`config.mk`:
```
export PLATFORM = sky130hd
export DESIGN_NAME = branch_predictor
export DESIGN_NICKNAME = d
export VERILOG_FILES = /design/src/rtl/branch_predictor_pkg.sv /design/src/rtl/branch_predictor_sat_counter2.sv /design/src/rtl/branch_predictor.sv
export SDC_FILE = /design/constraint.sdc
export NUM_CORES = 2
export LEC_CHECK = 0
export CAP_MARGIN = 20
export CORE_UTILIZATION = 62
export DETAILED_ROUTE_END_ITERATION = 6
export DONT_BUFFER_PORTS = 1
export PLACE_DENSITY = 0.78
export RECOVER_POWER = 50
export SLEW_MARGIN = 30
export SYNTH_ARGS = -nofsm -noshare
export SYNTH_HDL_FRONTEND = slang
export SYNTH_SLANG_ARGS = --single-unit
```
`constraint.sdc`:
```
create_clock -name clk -period 9.65 [get_ports clk]
set_input_delay 1.4475 -clock clk [delete_from_list [all_inputs] [get_ports clk]]
set_output_delay 1.4475 -clock clk [all_outputs]
set_load 0.005 [all_outputs]
```
`src/rtl/branch_predictor_pkg.sv`:
```
// Shared control definitions for the branch predictor: counter encodings
// and default table geometry.
package branch_predictor_pkg;

   localparam int IDX_W_DEF = 6;
   localparam int TAG_W_DEF = 8;

   // 2-bit saturating direction counter encodings
   typedef enum logic [1:0] {
      CTR_SNT = 2'b00,   // strongly not taken
      CTR_WNT = 2'b01,   // weakly not taken
      CTR_WT  = 2'b10,   // weakly taken
      CTR_ST  = 2'b11    // strongly taken
   } ctr_e;

endpackage

```
`src/rtl/branch_predictor_sat_counter2.sv`:
```
// Next-state logic for one 2-bit saturating direction counter.
// Priority: a jump forces strongly-taken, a fresh allocation starts at
// weakly-taken, otherwise the counter steps toward the actual outcome.
module sat_counter2
   import branch_predictor_pkg::*;
(
   input  logic [1:0] i_ctr,
   input  logic       i_taken,
   input  logic       i_alloc,
   input  logic       i_force_st,
   output logic [1:0] o_ctr
);

   // saturating increment/decrement with allocate and force overrides
   always_comb begin
      o_ctr = i_ctr;
      if (i_force_st) begin
         o_ctr = CTR_ST;
      end else if (i_alloc) begin
         o_ctr = CTR_WT;
      end else if (i_taken) begin
         if (i_ctr != CTR_ST) o_ctr = i_ctr + 2'd1;
      end else begin
         if (i_ctr != CTR_SNT) o_ctr = i_ctr - 2'd1;
      end
   end

endmodule

```
`src/rtl/branch_predictor.sv`:
```
// Direct-mapped branch target buffer with 2-bit direction counters.
// Lookup is purely combinational; updates from execute land on the clock
// edge, so a same-cycle lookup of the updated entry sees the old contents.
module branch_predictor
   import branch_predictor_pkg::*;
#(
   parameter int IDX_W = IDX_W_DEF,
   parameter int TAG_W = TAG_W_DEF
) (
   input  logic        clk,
   input  logic        rst,
   input  logic [31:0] pc_i,
   output logic        predict_taken_o,
   output logic [31:0] predict_target_o,
   input  logic        upd_valid_i,
   input  logic [31:0] upd_pc_i,
   input  logic        upd_taken_i,
   input  logic [31:0] upd_target_i,
   input  logic        upd_is_jump_i,
   input  logic        upd_mispredict_i,
   output logic [31:0] mispredict_cnt_o
);

   localparam int DEPTH  = 1 << IDX_W;
   localparam int TAG_LO = IDX_W + 2;
   localparam int TAG_HI = TAG_LO + TAG_W - 1;

   // Valid bits are individual flops (cleared by reset); the payload fields
   // are plain arrays that never need resetting.
   logic             r_valid      [DEPTH];
   logic [TAG_W-1:0] r_tag_mem    [DEPTH];
   logic [31:0]      r_target_mem [DEPTH];
   logic [1:0]       r_ctr_mem    [DEPTH];
   logic [31:0]      r_mispredict_cnt;

   logic [IDX_W-1:0] w_lk_idx;
   logic [TAG_W-1:0] w_lk_tag;
   logic             w_lk_hit;

   logic [IDX_W-1:0] w_up_idx;
   logic [TAG_W-1:0] w_up_tag;
   logic             w_up_hit;
   logic             w_up_write;
   logic             w_up_alloc;
   logic             w_up_wr_target;
   logic [1:0]       w_up_ctr_next;

   // PC bits below the word offset and above the tag never take part.
   logic             w_unused_bits;
   assign w_unused_bits = ^{pc_i[1:0], pc_i[31:TAG_HI+1],
                            upd_pc_i[1:0], upd_pc_i[31:TAG_HI+1]};

   // ---------------- fetch-side lookup ----------------
   assign w_lk_idx = pc_i[IDX_W+1:2];
   assign w_lk_tag = pc_i[TAG_HI:TAG_LO];
   assign w_lk_hit = r_valid[w_lk_idx] && (r_tag_mem[w_lk_idx] == w_lk_tag);

   // prediction outputs: fall through to pc+4 on a miss
   always_comb begin
      predict_taken_o  = 1'b0;
      predict_target_o = pc_i + 32'd4;
      if (w_lk_hit) begin
         predict_taken_o  = r_ctr_mem[w_lk_idx][1];
         predict_target_o = r_target_mem[w_lk_idx];
      end
   end

   // ---------------- execute-side update ----------------
   assign w_up_idx = upd_pc_i[IDX_W+1:2];
   assign w_up_tag = upd_pc_i[TAG_HI:TAG_LO];
   assign w_up_hit = r_valid[w_up_idx] && (r_tag_mem[w_up_idx] == w_up_tag);

   // A not-taken miss leaves the table alone; anything else writes the entry.
   // Reset takes priority, so no table write happens while rst is high.
   assign w_up_write     = !rst && upd_valid_i && (w_up_hit || upd_taken_i);
   assign w_up_alloc     = w_up_write && !w_up_hit;
   assign w_up_wr_target = w_up_write && upd_taken_i;

   sat_counter2 u_sat_counter2 (
      .i_ctr      (r_ctr_mem[w_up_idx]),
      .i_taken    (upd_taken_i),
      .i_alloc    (!w_up_hit),
      .i_force_st (upd_is_jump_i),
      .o_ctr      (w_up_ctr_next)
   );

   // per-entry valid flops: cleared on reset, set on allocation
   genvar gi;
   generate
      for (gi = 0; gi < DEPTH; gi++) begin : g_valid
         always_ff @(posedge clk) begin
            if (rst) begin
               r_valid[gi] <= 1'b0;
            end else if (w_up_alloc && (w_up_idx == IDX_W'(gi))) begin
               r_valid[gi] <= 1'b1;
            end
         end
      end
   endgenerate

   // payload array write: tag on allocation, target on taken, counter always
   always_ff @(posedge clk) begin
      if (w_up_write) begin
         r_ctr_mem[w_up_idx] <= w_up_ctr_next;
         if (w_up_alloc)     r_tag_mem[w_up_idx]    <= w_up_tag;
         if (w_up_wr_target) r_target_mem[w_up_idx] <= upd_target_i;
      end
   end

   // misprediction counter, wraps naturally at 2**32
   always_ff @(posedge clk) begin
      if (rst) begin
         r_mispredict_cnt <= '0;
      end else if (upd_valid_i && upd_mispredict_i) begin
         r_mispredict_cnt <= r_mispredict_cnt + 32'd1;
      end
   end

   assign mispredict_cnt_o = r_mispredict_cnt;

endmodule

```
==> reports/metrics.cfg <==
[critical_path]
worstPathMaxFanout = 93
crit_start = pc_i[2]
end_kind = output port
cp-start-kind = input port
rrSetupSlack_ns = 4.55
r2r_end = r_valid[44]
cp.buffers_inverters = 5
reg2regPathDepth = 10
cp.required_ns = 8.20
cp_common_cell = buf_16
crit_family = buffers and inverters
cp-endpoint = predict_target_o[13]
crit_chain = buf_16 -> buf_16 -> buf_16 -> nand3b_1 -> buf_4 -> o221ai_1 -> a211oi_1 -> a211oi_1 -> mux2i_1 -> a21oi_1 -> o31a_1 -> nand4_1 -> buf_4 -> mux2_2
critical_path.max_stage_delay_ns = 0.71
r2r-start = r_tag_mem[61][4]
path_class = in2out
slowest_stage = nand3b_1
arrival_ns = 7.31
worstSetupPathDepth = 14

[global_routing]
grt_pass1_wl_mm = 467.0
grt_max_degree = 697
use_met1 = 0.4702
grt_pass1_vias = 61454
globalRouteMet3Util = 0.08760
gr-total-overflow = 0
grt_usage = 0.3652
grtUsageMet2 = 0.5723
antenna_found_initial = 9
gr-max-usage-layer = met2

[synthesis]
yosysWarnings = 0
ys_ff_latch = 2784
synth_edf_count = 2751
syn_area_sq_um = 114700
synth_compound_area_frac = 0.02216
synthMuxAreaShare = 0.2073
yosysMostFrequentCell = edfxtp_1
ys_top_cells_by_area = edfxtp_1 72%, mux4_2 18%, mux2i_1 1.9%
yosysSeqAreaShare = 0.7260
netlist_instances = 5322
synth_xor_area_frac = 0.006185
yosys.area_share.simple = 0.02188
async_flop_share = 0
synthAdderAreaFrac = 0.0004036
synth_common_cells = 2751 x edfxtp_1, 938 x mux4_2, 212 x mux2i_1, 190 x clkbuf_1, 136 x nor3_1
synth_nets = 5426
yosysTopAreaCell = edfxtp_1
yosysUniqueCellTypes = 63
synthFlopType = edfxtp_1
yosysTopAreaCellShare = 0.7202
syn-mean-instance-area_sq_um = 21.55
synth_top_family_by_area = multiplexers

[floorplan]
core-area_sq_um = 183500
io_pins = 167
core.rowCount = 157
start_util = 0.6251
die_height_um = 432.1
die_x_um = 432.1
dieArea_sq_um = 186700

[outcome]
failed_checks = max-capacitance violations, max-slew violations
status = complete, but fails checks

[cts]
cts_resized = 0
cts_buffer_depth = 4
htree_levels = 5
cts_root_buffer = clkbuf_16
path_clk_slew_ns = 0.06
clock_sinks = 2784
ctsHoldBuffers = 0
post-cts-setup-buffers = 0
cts_tree = done
clk_latency_ns = 0.93
cts_made_buffers = 289

[drt]
routed_wl_mm = 337.8
drc = 0
antenna_left = 0
dr.pass1.iters = 6
initialDrtViolationCount = 10821
route.vias.total = 61377
routed_via_density = 7.607
wire_per_inst_um = 41.87

[sta]
rsz0062_at_grt = false
fin_ws_ns = 0.8953
finalCriticalPeriod_ns = 8.755
worstMarginPinSlew_ns = 4.046
finalHoldViolCount = 0
setup_viol = 0
fin_crit_sh = 0.9072
finalClockSkew_ns = 0.05846
max_slew_margin = -1.698
whs_ns = 0.4845
slew_violations = 637
setup_tns_ns = 0
fmax_ghz = 0.1142

[final_layout]
seq_area_sq_um = 83270
areaGrowthSynthToFinish_pct = 10.47
fin_util = 0.6906
postLayoutCellArea_sq_um = 126700
drive_above_1_share = 0.2856
nets = 5507
multi_input_area_sq_um = 30030
filler_cell_count = 10478

[placed_design]
io_buffers = 0
gp_congestion = 0.8861
place_area_sq_um = 118000
pre_cts_slack_ns = 1.079
dpl.hpwl_mm = 158.2

[flow_run]
drv_cap = 27

[hold_path]
hold_class = reg2reg

[power_and_ir_drop]
max-vdd-ir-drop_v = 0.0002478
leakagePower_nw = 40.24
powerDensity_nw_per_um2 = 198.4

worst min-delay path, stage by stage, from the launching register on:
cell and delay [ns]:
dfxtp_1 0.32, inv_1 0.05, o32ai_1 0.06
layout by cell type, fill, tap and decap left out, types with 61 or more instances in the layout:
cell type	synthesis	layout
nand2_1	108	108
o31ai_1	61	61
mux4_2	938	938
buf_4	39	148
a22oi_1	74	74
edfxtp_1	2751	2751
nor2_1	135	90
o211a_1	64	64
nor3_1	136	120
mux2i_1	212	212
clkbuf_16	0	291
registers in the layout, indices dropped and copies added, names as in the netlist:
register,cells
mispredict_cnt_o,32
r_tag_mem,512
r_valid,64
r_ctr_mem,128
r_target_mem,2048
through the flow:
step	power, mW	cells
floorplan	14.42	5322
global placement	14.45	7562
detailed placement	14.56	7570
CTS	25.10	8053
global route	25.61	8064
finish	25.14	8068
worst min path at each step:
| stage | from | to | slack (ns) | cells past startpoint |
|---|---|---|---|---|
| CTS | r_valid[32] | r_valid[32] | 0.47 | 2 |
| global placement | r_valid[32] | r_valid[32] | 0.46 | 2 |
| floorplan | r_valid[32] | r_valid[32] | 0.44 | 2 |
| detailed placement | r_valid[32] | r_valid[32] | 0.47 | 2 |
| global route | r_valid[32] | r_valid[32] | 0.49 | 2 |
| finish | r_valid[32] | r_valid[32] | 0.48 | 2 |
power by group:
part	internal [mW]	switching, mW
registers	13.3	0.0176
clock network	6.05	4.68
logic	0.530	0.554
total	19.9	5.25
cell families (layout without fill, tap and decap cells):
| group | after synthesis | after routing |
|---|---|---|
| DFF | 2784 | 2784 |
| muxes | 1197 | 1197 |
| xor gates and xnor gates | 81 | 81 |
| and+or+nand+nor | 532 | 532 |
| other | 0 | 9 |
| buffers and inverters | 394 | 667 |
| AOI/OAI and AO/OA | 330 | 330 |
| adders and majority gates | 4 | 4 |
routing by layer:
metal / vias to the layer above / routed length, um
met5: - / 39
met4: 6 / 23250
met3: 1129 / 42990
met2: 5612 / 161800
met1: 31789 / 109800
li1: 22841 / -
final cells by class:
class                      count  area share
tap                         2464     0.02433
sequential                  2784      0.6572
multi-input combinational   2144      0.2370
inverter                      15   0.0005332
clock buffer                 345     0.05907
antenna                        9   0.0001777
clock inverter               138    0.009519
timing repair buffer         169     0.01215
No activity file was read; power rests on OpenSTA's default activity.
